<file path="config.mk">
export PLATFORM = sky130hd
export DESIGN_NAME = uart_rx_ctrl
export DESIGN_NICKNAME = d
export VERILOG_FILES = /design/src/rtl/uart_pkg.sv /design/src/rtl/uart_rx_fifo.sv /design/src/rtl/uart_rx_ctrl.sv
export SDC_FILE = /design/constraint.sdc
export NUM_CORES = 1
export LEC_CHECK = 0
export ABC_AREA = 1
export CAP_MARGIN = 20
export CORE_MARGIN = 2
export CORE_UTILIZATION = 51
export CTS_CLUSTER_SIZE = 12
export DETAILED_ROUTE_END_ITERATION = 10
export GPL_TIMING_DRIVEN = 0
export HOLD_SLACK_MARGIN = 0.06
export PLACE_DENSITY_LB_ADDON = 0.2
export SETUP_SLACK_MARGIN = 0.4
export SKIP_CTS_REPAIR_TIMING = 1
export SYNTH_ARGS = -nofsm -noshare
export SYNTH_HDL_FRONTEND = slang
export SYNTH_SLANG_ARGS = --single-unit
export TNS_END_PERCENT = 1
</file>
<file path="constraint.sdc">
create_clock -name clk -period 2.3 [get_ports clk]
set_clock_uncertainty 0.15 [all_clocks]
set_input_delay 0.46 -clock clk [delete_from_list [all_inputs] [get_ports clk]]
set_output_delay 0.46 -clock clk [all_outputs]
set_load 0.02 [all_outputs]
</file>
<file path="src/rtl/uart_pkg.sv">
`default_nettype none
// ============================================================================
// uart_pkg : shared types and constants for the UART receive path
// Rev 1.0
// ============================================================================
package uart_pkg;

    typedef enum logic [1:0] {
        ST_OFF = 2'd0,
        ST_RUN = 2'd1,
        ST_BRK = 2'd2
    } rx_ctrl_state_t;

    localparam int C_PAYLOAD_BITS   = 8;
    localparam int C_TIMEOUT_CYCLES = 4096;

    // Bit positions of the sticky status flags as seen by the register file
    localparam int C_STAT_OVR = 0;
    localparam int C_STAT_BRK = 1;
    localparam int C_STAT_TMO = 2;

endpackage
`default_nettype wire

</file>
<file path="src/rtl/uart_rx_fifo.sv">
`default_nettype none
// ============================================================================
// uart_rx_fifo : small synchronous FIFO with flush and drop-on-full reporting
// Rev 1.0
// ============================================================================
module uart_rx_fifo #(
    parameter int WIDTH = 8,
    parameter int DEPTH = 4,
    parameter int LVL_W = $clog2(DEPTH) + 1
) (
    input  logic             clk,
    input  logic             resetn,
    input  logic             flush_i,
    input  logic             push_i,
    input  logic             pop_i,
    input  logic [WIDTH-1:0] wdata_i,
    output logic [WIDTH-1:0] rdata_o,
    output logic [LVL_W-1:0] level_o,
    output logic             empty_o,
    output logic             full_o,
    output logic             drop_o
);

    localparam int               PTR_W   = $clog2(DEPTH);
    localparam logic [LVL_W-1:0] C_DEPTH = LVL_W'(DEPTH);

    logic [WIDTH-1:0] mem_q [DEPTH];
    logic [PTR_W-1:0] wptr_q;
    logic [PTR_W-1:0] rptr_q;
    logic [LVL_W-1:0] level_q;
    logic             w_pop;
    logic             w_push;

    assign empty_o = (level_q == '0);
    assign full_o  = (level_q == C_DEPTH);
    assign level_o = level_q;
    assign rdata_o = empty_o ? '0 : mem_q[rptr_q];

    // A pop frees the slot the same-cycle push needs, so full+pop still accepts
    assign w_pop  = pop_i & ~empty_o & ~flush_i;
    assign w_push = push_i & (~full_o | w_pop) & ~flush_i;
    assign drop_o = push_i & full_o & ~w_pop & ~flush_i;

    always_ff @(posedge clk or negedge resetn) begin
        if (!resetn) begin
            for (int i = 0; i < DEPTH; i++) begin
                mem_q[i] <= '0;
            end
            wptr_q  <= '0;
            rptr_q  <= '0;
            level_q <= '0;
        end else if (flush_i) begin
            wptr_q  <= '0;
            rptr_q  <= '0;
            level_q <= '0;
        end else begin
            if (w_push) begin
                mem_q[wptr_q] <= wdata_i;
                wptr_q        <= wptr_q + PTR_W'(1);
            end
            if (w_pop) begin
                rptr_q <= rptr_q + PTR_W'(1);
            end
            level_q <= level_q + LVL_W'(w_push) - LVL_W'(w_pop);
        end
    end

endmodule
`default_nettype wire

</file>
<file path="src/rtl/uart_rx_ctrl.sv">
`default_nettype none
// ============================================================================
// uart_rx_ctrl : receiver enable sequencing, RX FIFO, sticky status and irq
// Rev 1.0
// ============================================================================
module uart_rx_ctrl
    import uart_pkg::*;
#(
    parameter int PAYLOAD_BITS   = C_PAYLOAD_BITS,
    parameter int FIFO_DEPTH     = 4,
    parameter int TIMEOUT_CYCLES = C_TIMEOUT_CYCLES,
    parameter int LVL_W          = $clog2(FIFO_DEPTH) + 1
) (
    input  logic                    clk,
    input  logic                    resetn,
    input  logic                    cfg_rx_en,
    input  logic                    cfg_flush,
    input  logic                    cfg_irq_en,
    input  logic [LVL_W-1:0]        cfg_irq_lvl,
    input  logic                    clr_status,
    output logic                    uart_rx_en,
    input  logic                    uart_rx_valid,
    input  logic                    uart_rx_break,
    input  logic [PAYLOAD_BITS-1:0] uart_rx_data,
    input  logic                    rd_req,
    output logic [PAYLOAD_BITS-1:0] rd_data,
    output logic [LVL_W-1:0]        fifo_level,
    output logic                    fifo_empty,
    output logic                    fifo_full,
    output logic                    stat_overrun,
    output logic                    stat_break,
    output logic                    stat_timeout,
    output logic                    irq
);

    localparam int               CNT_W     = $clog2(TIMEOUT_CYCLES);
    localparam logic [CNT_W-1:0] C_CNT_MAX = CNT_W'(TIMEOUT_CYCLES - 1);
    localparam logic [CNT_W-1:0] C_CNT_PRE = CNT_W'(TIMEOUT_CYCLES - 2);

    rx_ctrl_state_t   state_q, state_d;
    logic             uart_rx_en_q;
    logic [CNT_W-1:0] cnt_q, cnt_d;
    logic [2:0]       stat_q, stat_d;
    logic             irq_q, irq_d;

    logic             w_on;
    logic             w_push_req;
    logic             w_pop_req;
    logic             w_drop;
    logic             w_idle;
    logic [2:0]       w_set;

    assign w_on       = (state_q != ST_OFF);
    assign w_push_req = uart_rx_valid & ~uart_rx_break & w_on;
    assign w_pop_req  = rd_req & ~fifo_empty;

    uart_rx_fifo #(
        .WIDTH (PAYLOAD_BITS),
        .DEPTH (FIFO_DEPTH),
        .LVL_W (LVL_W)
    ) u_fifo (
        .clk     (clk),
        .resetn  (resetn),
        .flush_i (cfg_flush),
        .push_i  (w_push_req),
        .pop_i   (rd_req),
        .wdata_i (uart_rx_data),
        .rdata_o (rd_data),
        .level_o (fifo_level),
        .empty_o (fifo_empty),
        .full_o  (fifo_full),
        .drop_o  (w_drop)
    );

    always_comb begin
        state_d = state_q;
        if (!cfg_rx_en) begin
            state_d = ST_OFF;
        end else begin
            case (state_q)
                ST_OFF:  state_d = ST_RUN;
                ST_RUN:  if (uart_rx_valid && uart_rx_break)  state_d = ST_BRK;
                ST_BRK:  if (uart_rx_valid && !uart_rx_break) state_d = ST_RUN;
                default: state_d = ST_OFF;
            endcase
        end
    end

    // The timeout flag fires once on reaching the limit; the saturated count
    // then holds so a clear is not immediately undone.
    assign w_idle = w_on & ~fifo_empty & ~w_push_req & ~w_pop_req & ~cfg_flush;

    always_comb begin
        cnt_d = '0;
        if (w_idle) begin
            cnt_d = (cnt_q == C_CNT_MAX) ? cnt_q : cnt_q + CNT_W'(1);
        end
    end

    always_comb begin
        w_set             = '0;
        w_set[C_STAT_OVR] = w_drop;
        w_set[C_STAT_BRK] = uart_rx_valid & uart_rx_break & (state_q == ST_RUN);
        w_set[C_STAT_TMO] = w_idle & (cnt_q == C_CNT_PRE);
        stat_d            = w_set | (stat_q & {3{~clr_status}});
        irq_d             = cfg_irq_en &
                            (((cfg_irq_lvl != '0) && (fifo_level >= cfg_irq_lvl)) || (|stat_q));
    end

    always_ff @(posedge clk or negedge resetn) begin
        if (!resetn) begin
            state_q      <= ST_OFF;
            uart_rx_en_q <= 1'b0;
            cnt_q        <= '0;
            stat_q       <= '0;
            irq_q        <= 1'b0;
        end else begin
            state_q      <= state_d;
            uart_rx_en_q <= w_on;
            cnt_q        <= cnt_d;
            stat_q       <= stat_d;
            irq_q        <= irq_d;
        end
    end

    assign uart_rx_en   = uart_rx_en_q;
    assign stat_overrun = stat_q[C_STAT_OVR];
    assign stat_break   = stat_q[C_STAT_BRK];
    assign stat_timeout = stat_q[C_STAT_TMO];
    assign irq          = irq_q;

endmodule
`default_nettype wire

</file>
==> impl_metrics.tcl <==
set metrics [dict create \
    pwr-share-comb_pct 40.0 \
    synth_commonest_cells "nand2_1 (107), dfrtp_1 (58), nor2_1 (49)" \
    synthTopCellsByArea "dfrtp_1 (44%), nand2_1 (12%), nand4_1 (6.8%)" \
    synth_top_area_cell "dfrtp_1" \
    ys_ff_latch 58 \
    pwr-share-clk_pct 23.5 \
    fin_tns_setup_ns 0 \
    place_area_mm2 0.003784 \
    die_h_um 84.42 \
    synth.most_common_cell "nand2_1" \
    clk_latency_ns 0.34 \
    post-synth-top-area-fraction_pct 44.01 \
    dp_hpwl_um 5405 \
    synth_warnings 0 \
    drv_cap 0 \
    p_sw_share_pct 37.42 \
    root_buffer "clkbuf_8" \
    h-tree-depth 3 \
    relSlewSlack_pct 67.51 \
    critical_path_class "reg2out" \
    antenna_found_initial 0 \
    hold_start "cfg_flush" \
    startpoint "u_fifo.rptr_q[1]" \
    ys_types 34 \
    routed_wl_um 7663 \
    core_area_mm2 0.006314 \
    design_area_mm2 0.004123 \
    die_w_um 84.42 \
    p_per_area_mw_per_mm2 835.9 \
    worstPathArrival_ns 1.69 \
    first_pass_iters 5 \
    die_area_mm2 0.007126 \
    start_kind "flip-flop" \
    avgRoutedWirePerCell_um 14.09 \
    overflow 0 \
    seq_power_share_pct 36.5 \
    syn2layout_area_growth_pct 25.00 \
    worst_pin_slew_ns 0.4874 \
    cts.sinks 58 \
    cp_data_required_time_ns 1.69 \
    fin_crit_sh_pct 99.82 \
    vias 2916 \
    cp_max_fo 8 \
    num_rows 29 \
    rrSetupSlack_ns 0.12 \
    max_freq_mhz 435.6 \
    drv_slew 0 \
    layout-drive-gt1-share_pct 18.42 \
    n_fill_cell 572 \
    endpoint_kind "output pin" \
    grt_usage_pct 22.92 \
    gp_congestion 0.8249 \
    cts_tree "built" \
    nets 494 \
    yosysSeqAreaShare_pct 44.01 \
    port_buffers 36 \
    synth_ff_type "dfrtp_1" \
    netlist_area_mm2 0.003298 \
    cts_buffers 9 \
    setup_violations 0 \
    initialDrtViolationCount 220 \
    p_sw_mw 1.290 \
    first_global_vias 2783 \
    clk_pin_slew_worst_paths_ns 0.07 \
    ir_drop_v 0.0005173 \
    via_per_inst 5.360 \
    ios 38 \
    drcViolationCount 0 \
    async_reset_ff_share_pct 100.0 \
    post-route-min-period_ns 2.296 \
    syn_inst 402 \
    num_antenna_cells 0 \
    status "complete, no violations" \
    hold_viol_final 0 \
    grt_max_degree 39 \
    p_leak_nw 2.133 \
    cts_buffer_depth 2 \
    timing.rr.start "u_fifo.level_o[1]" \
    internal-power_mw 2.157 \
    ant_nets 0 \
    rsz0062_at_grt "yes" \
    synth_fp_nets 434 \
    initial_utilization_pct 52.24 \
    grt_first_pass_wirelength_um 12950 \
    synth_area_per_cell_um2 8.204 \
    hold_path.class "in2reg" \
    synth_edf_count 0 \
]
==> final cells by class <==
class,count,area (µm²),area share (%)
inverter,33,133.9,3.247
clock buffer,13,148.9,3.612
tap,77,96.34,2.337
buffer,18,234.0,5.675
sequential,58,1455,35.30
clock inverter,3,15.01,0.3642
timing repair buffer,49,476.7,11.56
multi-input combinational,293,1563,37.91
==> cell usage in the layout (no fill, tap or decap), types with 5 or more instances in the layout <==
cell type,instances
nand4_1,36
ha_1,11
nor3_1,6
a21oi_1,14
o21ai_0,13
buf_12,5
dlymetal6s2s_1,9
nand3_1,21
buf_6,12
o21ai_1,9
nand2_1,105
nor2_1,47
clkbuf_8,10
nand2_2,5
dfrtp_1,55
buf_4,17
inv_1,27
clkdlybuf4s50_1,16
nor2_4,6
==> critical path, stage by stage, from the launching register on <==
cell and delay (ns):
dfrtp_1 0.34, buf_6 0.11, clkinvlp_4 0.17, buf_6 0.17
buf_6 0.11, nor2_4 0.06, o21ai_1 0.06, a21oi_1 0.16
buf_4 0.16
==> worst paths after layout <==
kind                                      to  cells past startpoint
setup reg to reg           u_fifo.level_o[2]                     11
max in group asynchronous  u_fifo.level_o[2]                      3
hold / removal             u_fifo.level_o[1]                      2
min in group asynchronous           cnt_q[8]                      2
hold reg to reg                    stat_q[1]                      1
setup / recovery                  rd_data[6]                      8
==> registers in the layout (all words and copies together) (netlist names) <==
signal and cells:
u_fifo.wptr_q 2, stat_q 3, uart_rx_en 1, state_q 2, cnt_q 12, u_fifo.level_o 3
u_fifo.rptr_q 2, irq 1, u_fifo.mem_q 32
==> layer usage <==
| layer | track usage (%) | wire length, µm | up-vias |
|---|---|---|---|
| met5 | 0 | 0 | - |
| met3 | 5.015 | 336 | 15 |
| met2 | 35.71 | 3693 | 63 |
| met1 | 31.14 | 3477 | 1387 |
| met4 | 9.812 | 156 | 0 |
| li1 | - | - | 1451 |
==> cell families after synthesis <==
group,after synthesis,share of synthesized area (%)
xor gates and xnor gates,2,0.5312
buffers and inverters,51,9.825
DFF,58,44.01
AOI/OAI and AO/OA,45,7.853
and+or+nand+nor,234,33.01
adders and majority gates,12,4.780
==> metrics by stage <==
| step | cells | setup slack, ns | util, % | power (mW) | hold WS [ns] |
|---|---|---|---|---|---|
| 2_1_floorplan | 402 | 0.1333 | - | 2.104 | 0.01441 |
| 4_1_cts | 532 | -0.7118 | 62.52 | 3.386 | -0.05949 |
| 5_1_grt | 544 | -0.06037 | 65.30 | 3.681 | 0.1814 |
| 3_5_place_dp | 516 | -0.4382 | 59.93 | 2.575 | 0.2987 |
| 6_report | 544 | 0.004061 | 65.30 | 3.446 | 0.1804 |
| 3_3_place_gp | 515 | -1.474 | 59.69 | 2.552 | 0.2888 |
==> power groups by stage <==
| stage | Clock (mW) | Combinational (mW) | Sequential [mW] |
|---|---|---|---|
| finish | 0.810 | 1.38 | 1.26 |
| global route | 0.881 | 1.52 | 1.28 |
| CTS | 0.823 | 1.31 | 1.25 |
| detailed placement | 0 | 1.30 | 1.27 |
| global placement | 0 | 1.28 | 1.27 |
| floorplan | 0 | 0.815 | 1.29 |
(Power assumes the default switching activity.)
